==> src/rtl/execute_unit.sv <==
// ---------------------------------------------------------------------------
// execute_unit -- E stage of a five-stage RISC-V style pipeline plus the
// E->M pipeline register.
//
// Ports
//   CLK, RST                   rising-edge clock, synchronous active-high reset
//   RD1E, RD2E                 register-file read data
//   PCE, PCPlus4E, ImmExtE     instruction PC, PC+4, sign-extended immediate
//   ALUResultMH, ResultW       forwarded M-stage / W-stage results
//   RdE                        destination register
//   funct3E                    branch condition select
//   controlE                   [0] ALUSrc, [4:1] ALUControl,
//                              [6:5] flow (00 none, 01 branch, 10 jal, 11 jalr),
//                              [10:7] M-stage control
//   ForwardAE, ForwardBE       operand forwarding selects
//   PCTargetE, ALUResultE      combinational branch target / ALU result
//   PCSrcE                     next-PC select: 00 PC+4, 01 PCTargetE, 10 ALUResultE
//   ALUResultM, WriteDataM,
//   PCPlus4M, RdM, controlM    registered E->M outputs
// ---------------------------------------------------------------------------

// ---------------------------------------------------------------------------
// execute_alu -- 32-bit ALU with comparison flags.
//   a, b      operands
//   ctl       operation select
//   result    operation result
//   zero      a == b
//   sign      signed a < b
//   slt       unsigned a < b
// The flags do not depend on ctl so the branch logic can use them whatever
// operation the decoder selected.
// ---------------------------------------------------------------------------
module execute_alu (
    input  logic [31:0] a,
    input  logic [31:0] b,
    input  logic [3:0]  ctl,
    output logic [31:0] result,
    output logic        zero,
    output logic        sign,
    output logic        slt
);
    logic [4:0] shamt;

    assign shamt = b[4:0];
    assign zero  = (a == b);
    assign sign  = ($signed(a) < $signed(b));
    assign slt   = (a < b);

    always_comb begin
        result = '0;
        unique case (ctl)
            4'b0000: result = a + b;
            4'b0001: result = a - b;
            4'b0010: result = a & b;
            4'b0011: result = a | b;
            4'b0100: result = a ^ b;
            4'b0101: result = {31'b0, sign};
            4'b0110: result = {31'b0, slt};
            4'b0111: result = a << shamt;
            4'b1000: result = a >> shamt;
            4'b1001: result = $unsigned($signed(a) >>> shamt);
            4'b1010: result = b;
            default: result = '0;
        endcase
    end
endmodule

module execute_unit (
    input  logic        CLK,
    input  logic        RST,
    input  logic [31:0] RD1E,
    input  logic [31:0] RD2E,
    input  logic [31:0] PCE,
    input  logic [31:0] PCPlus4E,
    input  logic [31:0] ImmExtE,
    input  logic [31:0] ALUResultMH,
    input  logic [31:0] ResultW,
    input  logic [4:0]  RdE,
    input  logic [2:0]  funct3E,
    input  logic [10:0] controlE,
    input  logic [1:0]  ForwardAE,
    input  logic [1:0]  ForwardBE,
    output logic [31:0] PCTargetE,
    output logic [31:0] ALUResultE,
    output logic [1:0]  PCSrcE,
    output logic [31:0] ALUResultM,
    output logic [31:0] WriteDataM,
    output logic [31:0] PCPlus4M,
    output logic [4:0]  RdM,
    output logic [3:0]  controlM
);
    typedef struct packed {
        logic [31:0] alu_result;
        logic [31:0] write_data;
        logic [31:0] pc_plus4;
        logic [4:0]  rd;
        logic [3:0]  ctl;
    } m_reg_t;

    localparam logic [1:0] FLOW_NONE   = 2'b00;
    localparam logic [1:0] FLOW_BRANCH = 2'b01;
    localparam logic [1:0] FLOW_JAL    = 2'b10;

    // Control field decode
    logic       alu_src;
    logic [3:0] alu_ctl;
    logic [1:0] flow;

    assign alu_src = controlE[0];
    assign alu_ctl = controlE[4:1];
    assign flow    = controlE[6:5];

    // Operand forwarding; code 11 is unused and falls back to the register file
    logic [31:0] src_a, src_bo, src_b;

    always_comb begin
        src_a = RD1E;
        unique case (ForwardAE)
            2'b01:   src_a = ResultW;
            2'b10:   src_a = ALUResultMH;
            default: src_a = RD1E;
        endcase
    end

    always_comb begin
        src_bo = RD2E;
        unique case (ForwardBE)
            2'b01:   src_bo = ResultW;
            2'b10:   src_bo = ALUResultMH;
            default: src_bo = RD2E;
        endcase
    end

    assign src_b = alu_src ? ImmExtE : src_bo;

    // ALU
    logic zero, sign, slt;

    execute_alu u_alu (
        .a      (src_a),
        .b      (src_b),
        .ctl    (alu_ctl),
        .result (ALUResultE),
        .zero   (zero),
        .sign   (sign),
        .slt    (slt)
    );

    assign PCTargetE = PCE + ImmExtE;

    // Branch resolution
    logic taken;

    always_comb begin
        taken = 1'b0;
        unique case (funct3E)
            3'b000:  taken = zero;
            3'b001:  taken = ~zero;
            3'b100:  taken = sign;
            3'b101:  taken = ~sign;
            3'b110:  taken = slt;
            3'b111:  taken = ~slt;
            default: taken = 1'b0;
        endcase
    end

    always_comb begin
        PCSrcE = 2'b00;
        unique case (flow)
            FLOW_NONE:   PCSrcE = 2'b00;
            FLOW_BRANCH: PCSrcE = {1'b0, taken};
            FLOW_JAL:    PCSrcE = 2'b01;
            default:     PCSrcE = 2'b10;   // jalr: target comes from the ALU
        endcase
    end

    // E->M pipeline register. Store data is the forwarded rs2 value, taken
    // before the immediate mux, so stores write the register operand.
    m_reg_t m_d;
    m_reg_t m_q = '0;

    assign m_d = '{alu_result: ALUResultE,
                   write_data: src_bo,
                   pc_plus4:   PCPlus4E,
                   rd:         RdE,
                   ctl:        controlE[10:7]};

    always_ff @(posedge CLK) begin
        if (RST) m_q <= '0;
        else     m_q <= m_d;
    end

    assign ALUResultM = m_q.alu_result;
    assign WriteDataM = m_q.write_data;
    assign PCPlus4M   = m_q.pc_plus4;
    assign RdM        = m_q.rd;
    assign controlM   = m_q.ctl;
endmodule

==> config.mk <==
export PLATFORM = sky130hd
export DESIGN_NAME = execute_unit
export DESIGN_NICKNAME = d
export VERILOG_FILES = /design/src/rtl/execute_unit.sv
export SDC_FILE = /design/constraint.sdc
export NUM_CORES = 1
export LEC_CHECK = 0
export ABC_AREA = 1
export CAP_MARGIN = 10
export CELL_PAD_IN_SITES_DETAIL_PLACEMENT = 1
export CELL_PAD_IN_SITES_GLOBAL_PLACEMENT = 1
export CORE_MARGIN = 4
export CORE_UTILIZATION = 30
export CTS_CLUSTER_SIZE = 28
export DETAILED_ROUTE_END_ITERATION = 6
export GPL_TIMING_DRIVEN = 0
export PLACE_DENSITY_LB_ADDON = 0.1
export SYNTH_ARGS = -nofsm -noshare
export SYNTH_HDL_FRONTEND = slang
export SYNTH_HIERARCHICAL = 1
export SYNTH_SLANG_ARGS = --single-unit
export TNS_END_PERCENT = 100
==> constraint.sdc <==
create_clock -name CLK -period 8.6 [get_ports CLK]
set_clock_uncertainty 0.05 [all_clocks]
set_input_delay 2.15 -clock CLK [delete_from_list [all_inputs] [get_ports CLK]]
set_output_delay 2.15 -clock CLK [all_outputs]
set_load 0.01 [all_outputs]
==> summary.txt <==
Status
  – Status: complete, no violations

Pwr
  – Total Power: 0.00350 W
  – Maximum vdd ir drop: 0.000117 V
  – Leak: 12.4 nW
  – Power Density: 145 nW/um^2

STA
  – Worst slew margin: 28.5%
  – Final min period: 8.47 ns
  – Fin. Hold Viols: 0
  – Final worst-path cycle share: 98.5%
  – # setup viols final: 0
  – FMAX: 0.118 GHz
  – Worst slew pin tran: 1.07 ns
  – Unrepaired setup endpoints after global routing: true
  – Final slew viol count: 0

Global routing
  – Gr ovfl total: 0
  – First-pass GRT wire length: 156000 um
  – Vias in the first global route: 24000
  – Pin count of the biggest net entering global routing: 23
  – Initial antenna violation count: 10
  – Total GRT Usage: 34.7%

Placement
  – Dpl cells: 4531
  – DP HPWL: 92800 um
  – Port Buffers: 417
  – Placed Area: 22200 sq um
  – Routability cong.: 1.04

Logic synthesis
  – Area of the mapped netlist: 17100 sq um
  – Share of the yosys chip area belonging to registers: 12.3%
  – Synth warn: 6
  – Top post-synthesis cells by area: nand2_1 (26%), nand3_1 (14%), dfxtp_1 (12%)
  – Seq cells post-synth: 105
  – Synth cell types: 43
  – EDFF count, synth: 0
  – Mean Syn Cell Area: 5.09 sq um
  – Primary FF master, synth: dfxtp_1
  – Top cell type's share of synthesized area: 25.6%
  – Post-synthesis async set-or-reset flop share: 0%
  – Synthesized instance count: 3358
  – Syn nets: 3743
  – Area leader, netlist: nand2_1

Floorplanning
  – Die width: 247 um
  – Chip Height: 247 um
  – Die area: 60900 sq um
  – Core area: 56400 sq um
  – Boundary Pins: 420
  – Row cnt: 87
  – Initial Util: 30.3%

Critical path
  – Critical-path top delay cell: clkdlybuf4s50_1
  – Startpoint types: input pin
  – CP Max Fanout: 10
  – CP endpoint kind: output port
  – WP data arrival: 6.27 ns
  – Critical-path cell list: clkdlybuf4s50_1 -> inv_1 -> ha_2 -> buf_2 -> nand2_1 -> a21oi_4 -> inv_1 -> ha_1 -> buf_4 -> inv_1 -> nand2_2 -> nor2_2 -> nand2_1 -> nor2_2 -> nor2_2 -> nand2_2 -> nand2_1 -> and2_1 -> o21ai_2 -> nor2_1 -> o22ai_1 -> nand2_1 -> a21oi_1 -> clkdlybuf4s15_2
  – CP max stage delay: 0.47 ns
  – CP most frequent cell: nand2_1
  – Critical path required time: 6.40 ns
  – CP Class: input pin to output port

Cells and area
  – Nets: 4214
  – Share of post-route cells with drive strength above 1: 8.50%
  – Fillers: 7920
  – Layout Cells excl Fill: 4595
  – Area of the multi-input gates: 13300 sq um
  – Fin area: 24000 sq um
  – FF+latch area: 2100 sq um
  – Area grow syn2layout: 40.5%

Hold path
  – Hold Startpoint: PCPlus4E[28]
  – HP Class: input pin to register
  – Hold Path Depth: 3
  – Hold Path End: PCPlus4M[28]$_SDFF_PP0_

CTS
  – Hold_buf cts: 0
  – H-tree depth: 3
  – Clock root buffer: clkbuf_16
  – Clock slew at reported path FFs: 0.11 ns
  – CTS buffer count: 9
  – CTS Buffer Depth: 2
  – Clock Sinks: 105
  – TritonCTS clock tree: yes

Routing
  – Drt wl/cell: 23.9 um
  – Drt via density: 5.25
  – Drt first pass iters: 5
  – Drt total wl: 110000 um
  – Routed Antenna Nets: 0
  – Via count: 24100
  – Initial DRC count: 1721
  – Drt drc: 0

Run
  – Max-Cap Viols: 0
==> critical path: cells and delay by family <==
family	cells	cell delay (ns)
buffers and inverters	7	1.58
AND/OR/NAND/NOR	11	1.26
AO/OA/AOI/OAI	4	0.68
adder cells (fa/ha/maj)	2	0.57
==> cell usage in the layout (no fill, tap or decap), types with 13 or more instances in the layout <==
| master | count |
|---|---|
| a21oi_1 | 123 |
| a21oi_4 | 29 |
| buf_1 | 17 |
| buf_2 | 41 |
| buf_4 | 51 |
| clkbuf_1 | 32 |
| clkdlybuf4s50_1 | 402 |
| dfxtp_1 | 105 |
| ha_1 | 121 |
| inv_1 | 499 |
| nand2_1 | 1146 |
| nand2_2 | 29 |
| nand3_1 | 450 |
| nand3_2 | 13 |
| nand4_1 | 24 |
| nor2_1 | 344 |
| nor2_2 | 21 |
| nor3_1 | 31 |
| o211ai_1 | 19 |
| o21ai_0 | 72 |
| o21ai_1 | 20 |
| o21ai_2 | 27 |
| o22ai_1 | 16 |
| xor2_1 | 17 |
==> stage by stage <==
stage          setup slack, ns  utilization (%)  hold slack (ns)  TNS, ns
6_report                 0.128             42.6             2.18        0
5_1_grt                -0.0378             42.6             2.19  -0.0571
4_1_cts                -0.0365             41.9             2.17  -0.0365
3_5_place_dp             -2.60             39.4             2.63   -60.34
3_3_place_gp             -2.59             39.4             2.62   -59.40
2_1_floorplan            0.623                -             2.21        0
==> cell families (layout without fill, tap and decap cells) <==
group	Yosys count	after routing	share of synthesized area (%)
AO/OA/AOI/OAI	354	354	11.2
XOR/XNOR	18	18	0.921
adder cells (fa/ha/maj)	136	136	10.1
buffers and inverters	656	1132	14.9
flip-flops	105	105	12.3
multiplexers	3	3	0.176
other	0	5	0
AND/OR/NAND/NOR	2086	2086	50.4
==> what timing repair did <==
item	4_1_cts	5_1_grt
pin swaps	23	24
setup endpoints to repair	33	28
buffers inserted	22	22
endpoints found under the hold margin	0	0
gates resized for setup	292	87
==> power by group <==
| part | internal [W] | leakage (nW) | switching [W] |
|---|---|---|---|
| logic | 0.000848 | 11.4 | 0.00163 |
| clock network | 0.000212 | 0.153 | 0.000270 |
| registers | 0.000526 | 0.870 | 0.0000106 |
| total | 0.00159 | 12.4 | 0.00191 |
==> sequential cells by signal (all words and copies together) (netlist names) <==
name / count
ALUResultM: 32
PCPlus4M: 32
WriteDataM: 32
controlM: 4
RdM: 5
==> Yosys cell counts, types with 3 or more instances <==
cell type     n
nand2_2       8
a31oi_1       4
nor2_2        4
dfxtp_1     105
ha_1        133
buf_1        17
nand3b_1      6
buf_2        60
o211ai_1     19
o21ai_0     120
nand3_1     464
o21bai_1     10
nand2_1    1167
xor2_1       17
nor2_1      363
inv_1       508
o21ai_1       5
nand4_1      24
inv_2         5
clkbuf_1     58
clkinv_1      3
a211oi_1      4
nor3_1       32
o22ai_1      16
a21oi_1     164
mux2i_1       3
and2_1       11
o221ai_1      5
fa_1          3
buf_4         5
==> layer usage <==
layer  part of all wire [%]  vias to the layer above  wire length (um)  global-route usage (%)
li1                       -                    11500                 -                       -
met1                     40                    11400             43900                    41.5
met2                     47                      953             51500                    58.9
met3                    7.5                      238              8220                    7.41
met4                    5.6                       10              6130                    17.2
met5                  0.066                        -                72                       0
==> cell type report <==
class | instances | area share, %
diodes | 5 | 0.0520
plain buffers | 139 | 3.56
clock buffers | 9 | 0.937
clock inverters | 7 | 0.369
inverters | 516 | 8.14
multi-input cells | 2597 | 55.4
flip-flops and latches | 105 | 8.74
well taps | 756 | 3.93
repair buffers | 461 | 18.9
==> worst max-delay path by stage <==
stage | startpoint | endpoint | slack, ns | cells past startpoint
after global placement | ForwardBE[0] | PCSrcE[0] | -2.59 | 29
after floorplan | ForwardBE[0] | PCSrcE[0] | 0.62 | 27
after detailed placement | ForwardBE[0] | PCSrcE[0] | -2.60 | 29
after global routing | ForwardAE[1] | PCSrcE[0] | -0.04 | 24
after CTS | ForwardAE[0] | PCSrcE[0] | -0.04 | 25
final | ForwardAE[1] | PCSrcE[0] | 0.13 | 24
No activity file was read; power rests on OpenSTA's default activity.
